$ cat src/rtl/pif_pwm_capture.sv
// PWM line reader: reports period and on-time between successive active-going
// edges with a one-cycle Valid strobe; a line that stops toggling raises Timeout.
module pif_pwm_capture #(
  parameter int CW          = 16,
  parameter int SYNC_STAGES = 2,
  parameter int ACTIVE_LOW  = 1
) (
  input  logic          Clk,
  input  logic          ResetN,
  input  logic          PwmIn,
  output logic [CW-1:0] Period,
  output logic [CW-1:0] OnTime,
  output logic          Valid,
  output logic          Timeout,
  output logic          StuckLevel,
  output logic          Busy
);

  localparam logic                   ACT_INV   = (ACTIVE_LOW != 0);
  localparam logic [SYNC_STAGES-1:0] SYNC_IDLE = {SYNC_STAGES{ACT_INV}};
  localparam logic [CW-1:0]          CNT_MAX   = {CW{1'b1}};
  localparam logic [CW-1:0]          CNT_ONE   = {{(CW-1){1'b0}}, 1'b1};

  typedef enum logic {
    SEEK = 1'b0,
    RUN  = 1'b1
  } state_e;

  // The period counter must never wrap; reaching all-ones ends the measurement.
  function automatic logic cnt_saturated(input logic [CW-1:0] cnt);
    return cnt == CNT_MAX;
  endfunction

  logic [SYNC_STAGES-1:0] sync_q, sync_d;
  logic                   act_dly_q, act_dly_d;
  state_e                 state_q, state_d;
  logic [CW-1:0]          per_cnt_q, per_cnt_d;
  logic [CW-1:0]          on_cnt_q, on_cnt_d;
  logic [CW-1:0]          period_q, period_d;
  logic [CW-1:0]          on_time_q, on_time_d;
  logic                   valid_q, valid_d;
  logic                   timeout_q, timeout_d;
  logic                   stuck_q, stuck_d;
  logic                   act;
  logic                   rise;

  // Synchronizer and edge detect
  assign act  = sync_q[SYNC_STAGES-1] ^ ACT_INV;
  assign rise = act & ~act_dly_q;

  always_comb begin
    sync_d    = {sync_q[SYNC_STAGES-2:0], PwmIn};
    act_dly_d = act;
  end

  // Measurement FSM
  always_comb begin
    state_d   = state_q;
    per_cnt_d = per_cnt_q;
    on_cnt_d  = on_cnt_q;
    period_d  = period_q;
    on_time_d = on_time_q;
    valid_d   = 1'b0;
    timeout_d = 1'b0;
    stuck_d   = stuck_q;
    case (state_q)
      SEEK: begin
        per_cnt_d = '0;
        on_cnt_d  = '0;
        if (rise) begin
          state_d   = RUN;
          per_cnt_d = CNT_ONE;
          on_cnt_d  = CNT_ONE;
        end
      end
      RUN: begin
        if (rise) begin
          period_d  = per_cnt_q;
          on_time_d = on_cnt_q;
          valid_d   = 1'b1;
          per_cnt_d = CNT_ONE;
          on_cnt_d  = CNT_ONE;
        end else if (!cnt_saturated(per_cnt_q)) begin
          per_cnt_d = per_cnt_q + CNT_ONE;
          on_cnt_d  = on_cnt_q + CW'(act);
        end else begin
          timeout_d = 1'b1;
          stuck_d   = act;
          per_cnt_d = '0;
          on_cnt_d  = '0;
          state_d   = SEEK;
        end
      end
    endcase
  end

  always_ff @(posedge Clk) begin
    if (!ResetN) begin
      sync_q    <= SYNC_IDLE;
      act_dly_q <= 1'b0;
      state_q   <= SEEK;
      per_cnt_q <= '0;
      on_cnt_q  <= '0;
      period_q  <= '0;
      on_time_q <= '0;
      valid_q   <= 1'b0;
      timeout_q <= 1'b0;
      stuck_q   <= 1'b0;
    end else begin
      sync_q    <= sync_d;
      act_dly_q <= act_dly_d;
      state_q   <= state_d;
      per_cnt_q <= per_cnt_d;
      on_cnt_q  <= on_cnt_d;
      period_q  <= period_d;
      on_time_q <= on_time_d;
      valid_q   <= valid_d;
      timeout_q <= timeout_d;
      stuck_q   <= stuck_d;
    end
  end

  assign Period     = period_q;
  assign OnTime     = on_time_q;
  assign Valid      = valid_q;
  assign Timeout    = timeout_q;
  assign StuckLevel = stuck_q;
  assign Busy       = (state_q == RUN);

endmodule

$ cat config.mk
export PLATFORM = sky130hd
export DESIGN_NAME = pif_pwm_capture
export DESIGN_NICKNAME = d
export VERILOG_FILES = /design/src/rtl/pif_pwm_capture.sv
export SDC_FILE = /design/constraint.sdc
export NUM_CORES = 1
export LEC_CHECK = 0
export BUFFER_PORTS_ARGS = -buffer_cell sky130_fd_sc_hd__buf_4
export CAP_MARGIN = 20
export CORE_MARGIN = 3
export CORE_UTILIZATION = 23
export DETAILED_ROUTE_END_ITERATION = 8
export PLACE_DENSITY = 0.46
export REMOVE_ABC_BUFFERS = 1
export SYNTH_ARGS = -nofsm -noshare
export SYNTH_HDL_FRONTEND = slang
export SYNTH_SLANG_ARGS = --single-unit
export TNS_END_PERCENT = 10
$ cat constraint.sdc
create_clock -name Clk -period 1.6 [get_ports Clk]
set_input_delay 0.08 -clock Clk [delete_from_list [all_inputs] [get_ports Clk]]
set_output_delay 0.08 -clock Clk [all_outputs]
set_load 0.01 [all_outputs]
==> results of run 1 <==
layout by cell type, fill, tap and decap left out, types with 6 or more instances in the layout:
cell type / n
nand2_1: 75
dfxtp_1: 71
buf_4: 66
a21oi_1: 34
nor2_1: 32
xor2_1: 16
nand4_1: 11
nand3_1: 11
xnor2_1: 9
clkbuf_16: 9
inv_1: 6
critical path, delay by kind of cell, from the launching register on:
kind | cells | cell delay [ns]
simple gates | 3 | 0.70
flops | 1 | 0.37
compound gates | 1 | 0.18
buf+inv | 1 | 0.17
state kept, by name, indices dropped and copies added (netlist names):
register    cells
OnTime         16
Period         16
per_cnt_q      16
Timeout         1
StuckLevel      1
on_cnt_q       16
act_dly_q       1
sync_q          2
Valid           1
Busy            1
metal layers:
layer	GRT usage	wire, µm	vias up
li1	-	-	1192
met1	0.138	3200	1015
met2	0.143	2540	35
met3	0.0226	272	11
met4	0.0493	133	0
met5	0	0	-
through the flow:
step | std cells | power [W] | hold slack [ns] | area [µm²] | setup WS (ns)
2_1_floorplan | 304 | 0.00185 | 0.153 | 2650 | 0.0230
3_3_place_gp | 513 | 0.00189 | 0.271 | 3330 | 0.0651
3_5_place_dp | 513 | 0.00189 | 0.273 | 3330 | 0.0277
4_1_cts | 532 | 0.00408 | 0.412 | 3690 | 0.0190
5_1_grt | 533 | 0.00415 | 0.433 | 3720 | -0.0230
6_report | 533 | 0.00401 | 0.411 | 3720 | 0.0942
power breakdown:
| group | internal, W | switching, W |
|---|---|---|
| combinational | 0.0000298 | 0.0000447 |
| clock | 0.00145 | 0.000704 |
| sequential | 0.00178 | 0.00000381 |
| total | 0.00325 | 0.000753 |
cell families (layout without fill, tap and decap cells):
logic type	Yosys count	after routing
AO/OA/AOI/OAI	43	43
AND/OR/NAND/NOR	155	155
flip-flops	71	71
XOR/XNOR	25	25
buffers and inverters	26	93
adder cells (fa/ha/maj)	3	3
repair_timing:
action / CTS / global route
resized for setup: 0 / 5
setup endpoints to repair: 0 / 6
hold buffers: 3 / 0
endpoints found under the hold margin: 2 / 0
buffers inserted: 0 / 1
layout make-up:
class	count	area (µm²)
clock buffer	13	260
clock inverter	3	65.1
fill	1220	7800
inverter	7	26.3
multi-input combinational	226	1220
sequential	71	1420
tap	143	179
timing repair buffer	70	546
path summary, 6_finish.rpt:
path                        end          from  cells past startpoint  slack [ns]
setup / recovery  per_cnt_q[15]  per_cnt_q[5]                      5        0.09
hold / removal        sync_q[1]     sync_q[0]                      1        0.41
setup reg to reg  per_cnt_q[15]  per_cnt_q[5]                      5        0.09
hold reg to reg       sync_q[1]     sync_q[0]                      1        0.41
==> results.toml, run 1 <==
[yosys]
synth_edf_count = 0
synth_ff_type = "dfxtp_1"
synth_largest_area_cell = "dfxtp_1"
synth-xor-area-share = 0.0801
synthTopCellsByCount = "nand2_1, dfxtp_1, a21oi_1"
synthAdderAreaFrac = 0.0137
muxShareOfSynthArea = 0
synth-async-reset-ratio = 0
synth_top_area_frac = 0.520
synth_cells = 323
yosysSeqAreaShare = 0.520
netlist_area_um2 = 2740
avgSynthCellArea_um2 = 8.47
yosys.area_share.simple = 0.258
postSynthRegisterBits = 71
synth_top_family_by_area = "simple AND/OR/NAND/NOR gates"
synth_compound_area_frac = 0.0869
synthTopCellsByArea = "dfxtp_1, nand2_1, a21oi_1"
yosysMostFrequentCell = "nand2_1"
yosys_warnings = 0
yosysUniqueCellTypes = 30

[floorplan]
initial_core_util = 0.238
rows = 39
die_h_um = 115
coreArea_um2 = 11500
ios = 39
die_x_um = 115
die_area_um2 = 13200

[clock_network]
numCtsBuffers = 9
clk_latency_ns = 0.32
cts_tree = "yes"
cts_root_buffer = "clkbuf_16"
clock_sinks = 71
cts.path.max_buffers = 2
path_clk_slew_ns = 0.06
h-tree-depth = 3

[critical_path]
setup.worst_path.end_class = "flip-flop"
cp.required_ns = 1.84
path_class = "flip-flop to flip-flop"
cp-start-kind = "flip-flop"
critPathSlowestCell = "dfxtp_1"
cp_data_arrival_time_ns = 1.75
crit_path_max_incr_delay_ns = 0.37
cp_max_fo = 8
path_cells = "and4_2 > buf_4 > nand4_1 > or3_1 > a31oi_1"

[layout]
post-route-util = 0.323
diodes = 0
area_delta_synth_final_pct = 36.0
nets = 391
layout-drive-gt1-share = 0.226

[global_routing]
grt_overflow = 0
grt_max_degree = 23
grt_pass1_vias = 2225
grt_usage = 0.0991
antenna_found_initial = 0
grt_first_pass_wirelength_um = 10500

[sta]
finalHoldViolCount = 0
drv_slew = 0
worst_slew_pin_slew_ns = 0.322
fin_crit_sh = 0.941
slew_headroom = 0.784
min_period_ns = 1.51
fin_tns_setup_ns = 0
fmax_ghz = 0.664
setup_violations = 0
rsz0062_at_grt = "true"
clock_skew_ns = 0.00448

[route]
ant_nets = 0
wl_um = 6150
wl_per_cell_um = 11.5
drc = 0
drt_first_pass_iters = 4
dr_total_vias = 2253
drt-initial-drc-count = 69
via_per_inst = 4.23

[power]
power.density_nw_per_um2 = 1080
leakagePower_nw = 1.39
ir_drop_mv = 0.483

[placed_design]
io_buffers = 38
gp_congestion = 0.724
hpwl_um = 4340

[run_status]
outcome = "finished clean"

[job]
maxCapViolCount = 0

[hold_path]
hold_class = "flip-flop to flip-flop"
(Power assumes the default switching activity.)
==> run 2: changes to the inputs <==
--- a/config.mk
+++ b/config.mk
@@ -10,7 +10,7 @@
 export CORE_MARGIN = 3
 export CORE_UTILIZATION = 23
 export DETAILED_ROUTE_END_ITERATION = 8
-export PLACE_DENSITY = 0.46
+export PLACE_DENSITY_LB_ADDON = 0.25
 export REMOVE_ABC_BUFFERS = 1
 export SYNTH_ARGS = -nofsm -noshare
 export SYNTH_HDL_FRONTEND = slang
==> constraint.sdc (replaced) <==
create_clock -name Clk -period 1.6 [get_ports Clk]
set_input_delay 0.16 -clock Clk [delete_from_list [all_inputs] [get_ports Clk]]
set_output_delay 0.16 -clock Clk [all_outputs]
set_load 0.01 [all_outputs]
==> run 2 against run 1 <==
Clock-buffer cell count rose by 1. Worst setup slack improved by 0.017 ns. Non-clock buffer count fell by 4. Highest routed layer unchanged. Die area did not move. Utilization fell by 0.34 points. Wire length fell by 0.89%. Largest power group unchanged. Critical endpoint is now on_cnt_q[14]. Critical path type unchanged. Sequential share of layout area rose by 0.40 points. Fmax rose by 1.2%. Final area fell by 1.0%.
==> results.toml, run 2 (synthesis results as in run 1) <==
[run_status]
outcome = "finished clean"

[sta]
setup_violations = 0
slew_headroom = 0.775
drv_slew = 0
fin_tns_setup_ns = 0
fmax_ghz = 0.672
worst_slew_pin_slew_ns = 0.335
rsz0062_at_grt = "true"
finalHoldViolCount = 0
worst_slack_ns = 0.111
min_period_ns = 1.49
clock_skew_ns = 0.00443
fin_crit_sh = 0.930

[route]
drt_first_pass_iters = 5
via_per_inst = 4.24
drc = 0
drt-initial-drc-count = 93
dr_total_vias = 2241
ant_nets = 0
wl_per_cell_um = 11.5
wl_um = 6090

[placed_design]
place_ws_ns = 0.00989
gp_congestion = 0.771
hpwl_um = 4250
io_buffers = 38

[global_routing]
grt_max_degree = 27
grt_overflow = 0
grt_usage = 0.0990
grt_pass1_vias = 2107
grt_first_pass_wirelength_um = 10200
antenna_found_initial = 0

[layout]
diodes = 0
area_delta_synth_final_pct = 34.6
nets = 387
layout-drive-gt1-share = 0.228
post-route-util = 0.320
final_cell_mix = "nand2_1, dfxtp_1, buf_4, a21oi_1, nor2_1"
layout_commonest_cell = "nand2_1"

[job]
maxCapViolCount = 0

[clock_network]
numCtsBuffers = 9
postCtsSetupRepairBufs = 0
cts.path.max_buffers = 2
cts_root_buffer = "clkbuf_16"
clock_sinks = 71
clk_latency_ns = 0.33
h-tree-depth = 3
path_clk_slew_ns = 0.05
cts_tree = "yes"

[floorplan]
coreArea_um2 = 11500
die_x_um = 115
die_h_um = 115
rows = 39
initial_core_util = 0.238
ios = 39
die_area_um2 = 13200

[critical_path]
path_class = "flip-flop to flip-flop"
cp-start-kind = "flip-flop"
cp.required_ns = 1.82
cp_data_arrival_time_ns = 1.71
setup.worst_path.end_class = "flip-flop"
cp_max_fo = 4

[power]
ir_drop_mv = 0.532
power.density_nw_per_um2 = 1080
power_w = 0.00399
leakagePower_nw = 1.36

[hold_path]
hold_class = "input pin to flip-flop"
==> run 2: cell types whose count changed in the layout (fill, tap and decap cells not counted), sizes merged <==
cell	delta
buf	-2
bufinv	-1
clkbuf	+1
dlygate4sd3	-2
==> run 2: per-layer routing <==
| metal | wire length (µm) | vias to the layer above | global-route usage |
|---|---|---|---|
| li1 | - | 1186 | - |
| met1 | 3270 | 1008 | 0.139 |
| met2 | 2440 | 37 | 0.133 |
| met3 | 248 | 10 | 0.0311 |
| met4 | 138 | 0 | 0.0540 |
| met5 | 0 | - | 0 |
==> run 2: worst paths after layout <==
kind / start / to / slack, ns / cells past startpoint
worst min-delay path: ResetN / sync_q[0] / 0.06 / 2
worst max-delay path: sync_q[1] / on_cnt_q[14] / 0.11 / 7
worst min register to register: sync_q[0] / sync_q[1] / 0.41 / 1
worst max register to register: sync_q[1] / on_cnt_q[14] / 0.11 / 7
==> run 2: power by group <==
group | internal [W] | switching [W]
registers | 0.00178 | 0.00000357
logic | 0.0000256 | 0.0000427
clock network | 0.00142 | 0.000722
==> run 2: worst max-delay path, cell delays in order (launching register included) <==
cell and delay, ns:
dfxtp_1 0.33, inv_1 0.06, ha_1 0.19, ha_1 0.20
nand3_2 0.13, nor4_2 0.28, xnor2_1 0.15, nor2_1 0.05
==> run 2: area by class of cell <==
class / instances / area (µm²)
multi-input combinational: 226 / 1210
tap: 143 / 179
timing repair buffer: 66 / 510
clock buffer: 14 / 294
sequential: 71 / 1420
inverter: 7 / 26.3
fill: 1240 / 7840
clock inverter: 2 / 35.0
==> run 2: stage by stage <==
step	instance area, µm²	std cells	hold WS (ns)
after global placement	3330	512	0.354
after global routing	3680	529	0.0505
after detailed placement	3330	512	0.348
final	3680	529	0.0606
after floorplan	2650	304	0.233
after CTS	3660	528	0.00111
==> run 2: repair_timing <==
action	4_1_cts	5_1_grt
endpoints found under the hold margin	0	1
hold buffers	0	1
setup endpoints to repair	0	4
resized for setup	0	5
==> run 3: changes to the inputs <==
--- a/config.mk
+++ b/config.mk
@@ -8,7 +8,7 @@
 export BUFFER_PORTS_ARGS = -buffer_cell sky130_fd_sc_hd__buf_4
 export CAP_MARGIN = 20
 export CORE_MARGIN = 3
-export CORE_UTILIZATION = 23
+export CORE_UTILIZATION = 30
 export DETAILED_ROUTE_END_ITERATION = 8
 export PLACE_DENSITY_LB_ADDON = 0.25
 export REMOVE_ABC_BUFFERS = 1
==> constraint.sdc (replaced) <==
create_clock -name Clk -period 1.2 [get_ports Clk]
set_input_delay 0.12 -clock Clk [delete_from_list [all_inputs] [get_ports Clk]]
set_output_delay 0.12 -clock Clk [all_outputs]
set_load 0.01 [all_outputs]
==> run 3 against run 2 <==
The flow now finishes with violations (setup timing). Critical path type unchanged. Flip-flop and latch count is the same. Non-clock buffer count grew 39. Sequential share of layout area shrank 3.3 points. Via count grew 7.9%. First-iteration DRC count shrank 44%. Clock power grew 12%. Largest power group unchanged.
==> results.toml, run 3 (synthesis results as in run 1) <==
[placed_design]
place_inst = 508
place_area_um2 = 3530
io_buffers = 38
hpwl_um = 4340
gp_congestion = 0.797

[route]
drt_first_pass_iters = 4
via_per_inst = 4.54
ant_nets = 0
dr_total_vias = 2418
wl_um = 6450
drt-initial-drc-count = 52
drc = 0
wl_per_cell_um = 12.1

[critical_path]
crit_path_max_incr_delay_ns = 0.37
critPathSlowestCell = "or3_1"
cp-start-kind = "flip-flop"
setup.worst_path.end_class = "flip-flop"
cp_max_fo = 3
cp_data_arrival_time_ns = 1.68
regToRegSetupSlack_ns = -0.19
r2r_start = "sync_q[1]"
path_class = "flip-flop to flip-flop"
path_cells = "inv_2 > ha_4 > buf_6 > and3_4 > nand3_2 > or3_1 > a21oi_2"
r2r_end = "on_cnt_q[15]"
ff2ff_path_depth = 7
cp.required_ns = 1.49

[clock_network]
cts.path.max_buffers = 2
numCtsBuffers = 9
path_clk_slew_ns = 0.08
h-tree-depth = 3
cts_root_buffer = "clkbuf_8"
cts_tree = "yes"
clk_latency_ns = 0.35
clock_sinks = 71

[power]
pwr-share-clk = 0.491
power_w = 0.00488
power.density_nw_per_um2 = 1200
p_seq_frac = 0.486
p_comb_frac = 0.023
p_int_w = 0.00391
p_switching_w = 0.000973
switching_share = 0.199
leakagePower_nw = 1.59
ir_drop_mv = 0.468

[layout]
fillers = 863
seq_area_um2 = 1440
area_delta_synth_final_pct = 48.8
layout-drive-gt1-share = 0.398
fin_area_um2 = 4070
final_cell_mix = "buf_4, nand2_1, dfxtp_1, nor2_1, a21oi_1"
nets = 426
multi_input_area_um2 = 1380
fin_cells = 533
diodes = 0
layout_commonest_cell = "buf_4"

[run_status]
failed_checks = "setup timing"
outcome = "complete, but fails checks"

[floorplan]
ios = 39
rows = 34
initial_core_util = 0.311
die_x_um = 101
die_area_um2 = 10300
die_h_um = 101
coreArea_um2 = 8810

[global_routing]
grt_overflow = 0
grt_usage = 0.136
grt_pass1_vias = 2387
grt_first_pass_wirelength_um = 11100
antenna_found_initial = 0
grt_max_degree = 24

[job]
maxCapViolCount = 0

[sta]
worst_slew_pin_slew_ns = 0.223
clock_skew_ns = 0.0104
fin_crit_sh = 1.16
min_period_ns = 1.39
rsz0062_at_grt = "true"
worst_slack_ns = -0.191
setup_violations = 32
finalHoldViolCount = 0
drv_slew = 0
fmax_ghz = 0.719
slew_headroom = 0.850

[hold_path]
hold_class = "input pin to flip-flop"
min_to = "sync_q[1]"
hold_depth = 3
worstHoldStart = "ResetN"
[run 3: cell count changes in the layout (fill, tap and decap cells not counted), moves of 3 or more]
cell,previous run,this run
o21ai_0,5,2
dfxtp_1,71,58
nor3_1,4,0
buf_4,64,96
buf_6,0,6
a21oi_2,0,13
a21oi_1,34,21
clkbuf_8,5,11
dfxtp_2,0,13
clkbuf_16,9,0
[run 3: how the worst max path moves through the flow]
stage          slack [ns]  cells after the start          from      endpoint
3_3_place_gp        -0.26                      7     sync_q[1]  on_cnt_q[14]
3_5_place_dp        -0.31                      7     sync_q[1]  on_cnt_q[14]
6_report            -0.19                      7     sync_q[1]  on_cnt_q[15]
2_1_floorplan       -0.38                      4  per_cnt_q[2]  on_cnt_q[10]
5_1_grt             -0.23                      7     sync_q[1]  on_cnt_q[15]
4_1_cts             -0.20                      4   on_cnt_q[8]  on_cnt_q[15]
[run 3: cell type report]
class                           count  share of cell area
Sequential cell                    71               0.353
Multi-Input combinational cell    226               0.338
Timing Repair Buffer              105               0.206
Clock buffer                       11              0.0372
Tap cell                          108              0.0332
Clock inverter                      5              0.0255
Inverter                            7             0.00646
[run 3: stage by stage]
step	TNS, ns	setup slack, ns	hold slack [ns]	utilization
6_report	-2.79	-0.191	0.0759	0.462
3_5_place_dp	-7.84	-0.308	0.309	0.401
3_3_place_gp	-6.97	-0.264	0.307	0.401
5_1_grt	-5.88	-0.228	0.0870	0.462
2_1_floorplan	-18.20	-0.377	0.193	-
4_1_cts	-3.36	-0.197	0.0563	0.444
[run 3: critical path: cells and delay by family, from the launching register on]
kind / cells / cell delay [ns]
AND/OR/NAND/NOR: 3 / 0.63
flip-flops: 1 / 0.33
buffers and inverters: 2 / 0.15
adder cells (fa/ha/maj): 1 / 0.12
AO/OA/AOI/OAI: 1 / 0.13
[run 3: metal layers]
metal  up-vias  track usage  part of all wire
met3        11       0.0310             0.041
li1       1259            -                 -
met1      1111        0.179              0.49
met2        37        0.204              0.44
met4         0       0.0757             0.025
met5         -            0                 0
[run 3: power by group through the flow]
stage / combinational, W / clock (W) / sequential [W]
6_report: 0.000114 / 0.00240 / 0.00237
5_1_grt: 0.000129 / 0.00255 / 0.00237
3_5_place_dp: 0.000103 / 0 / 0.00242
4_1_cts: 0.000111 / 0.00246 / 0.00237
3_3_place_gp: 0.000102 / 0 / 0.00242
2_1_floorplan: 0.0000379 / 0 / 0.00243
[run 3: what timing repair did]
action                     CTS  global route
hold buffers                 1             0
gates resized for setup     33            32
cloned                       0             0
setup buffers                2             6
pin swaps                   31            18
hold endpoints to repair     1             0
setup endpoints to repair   66            66
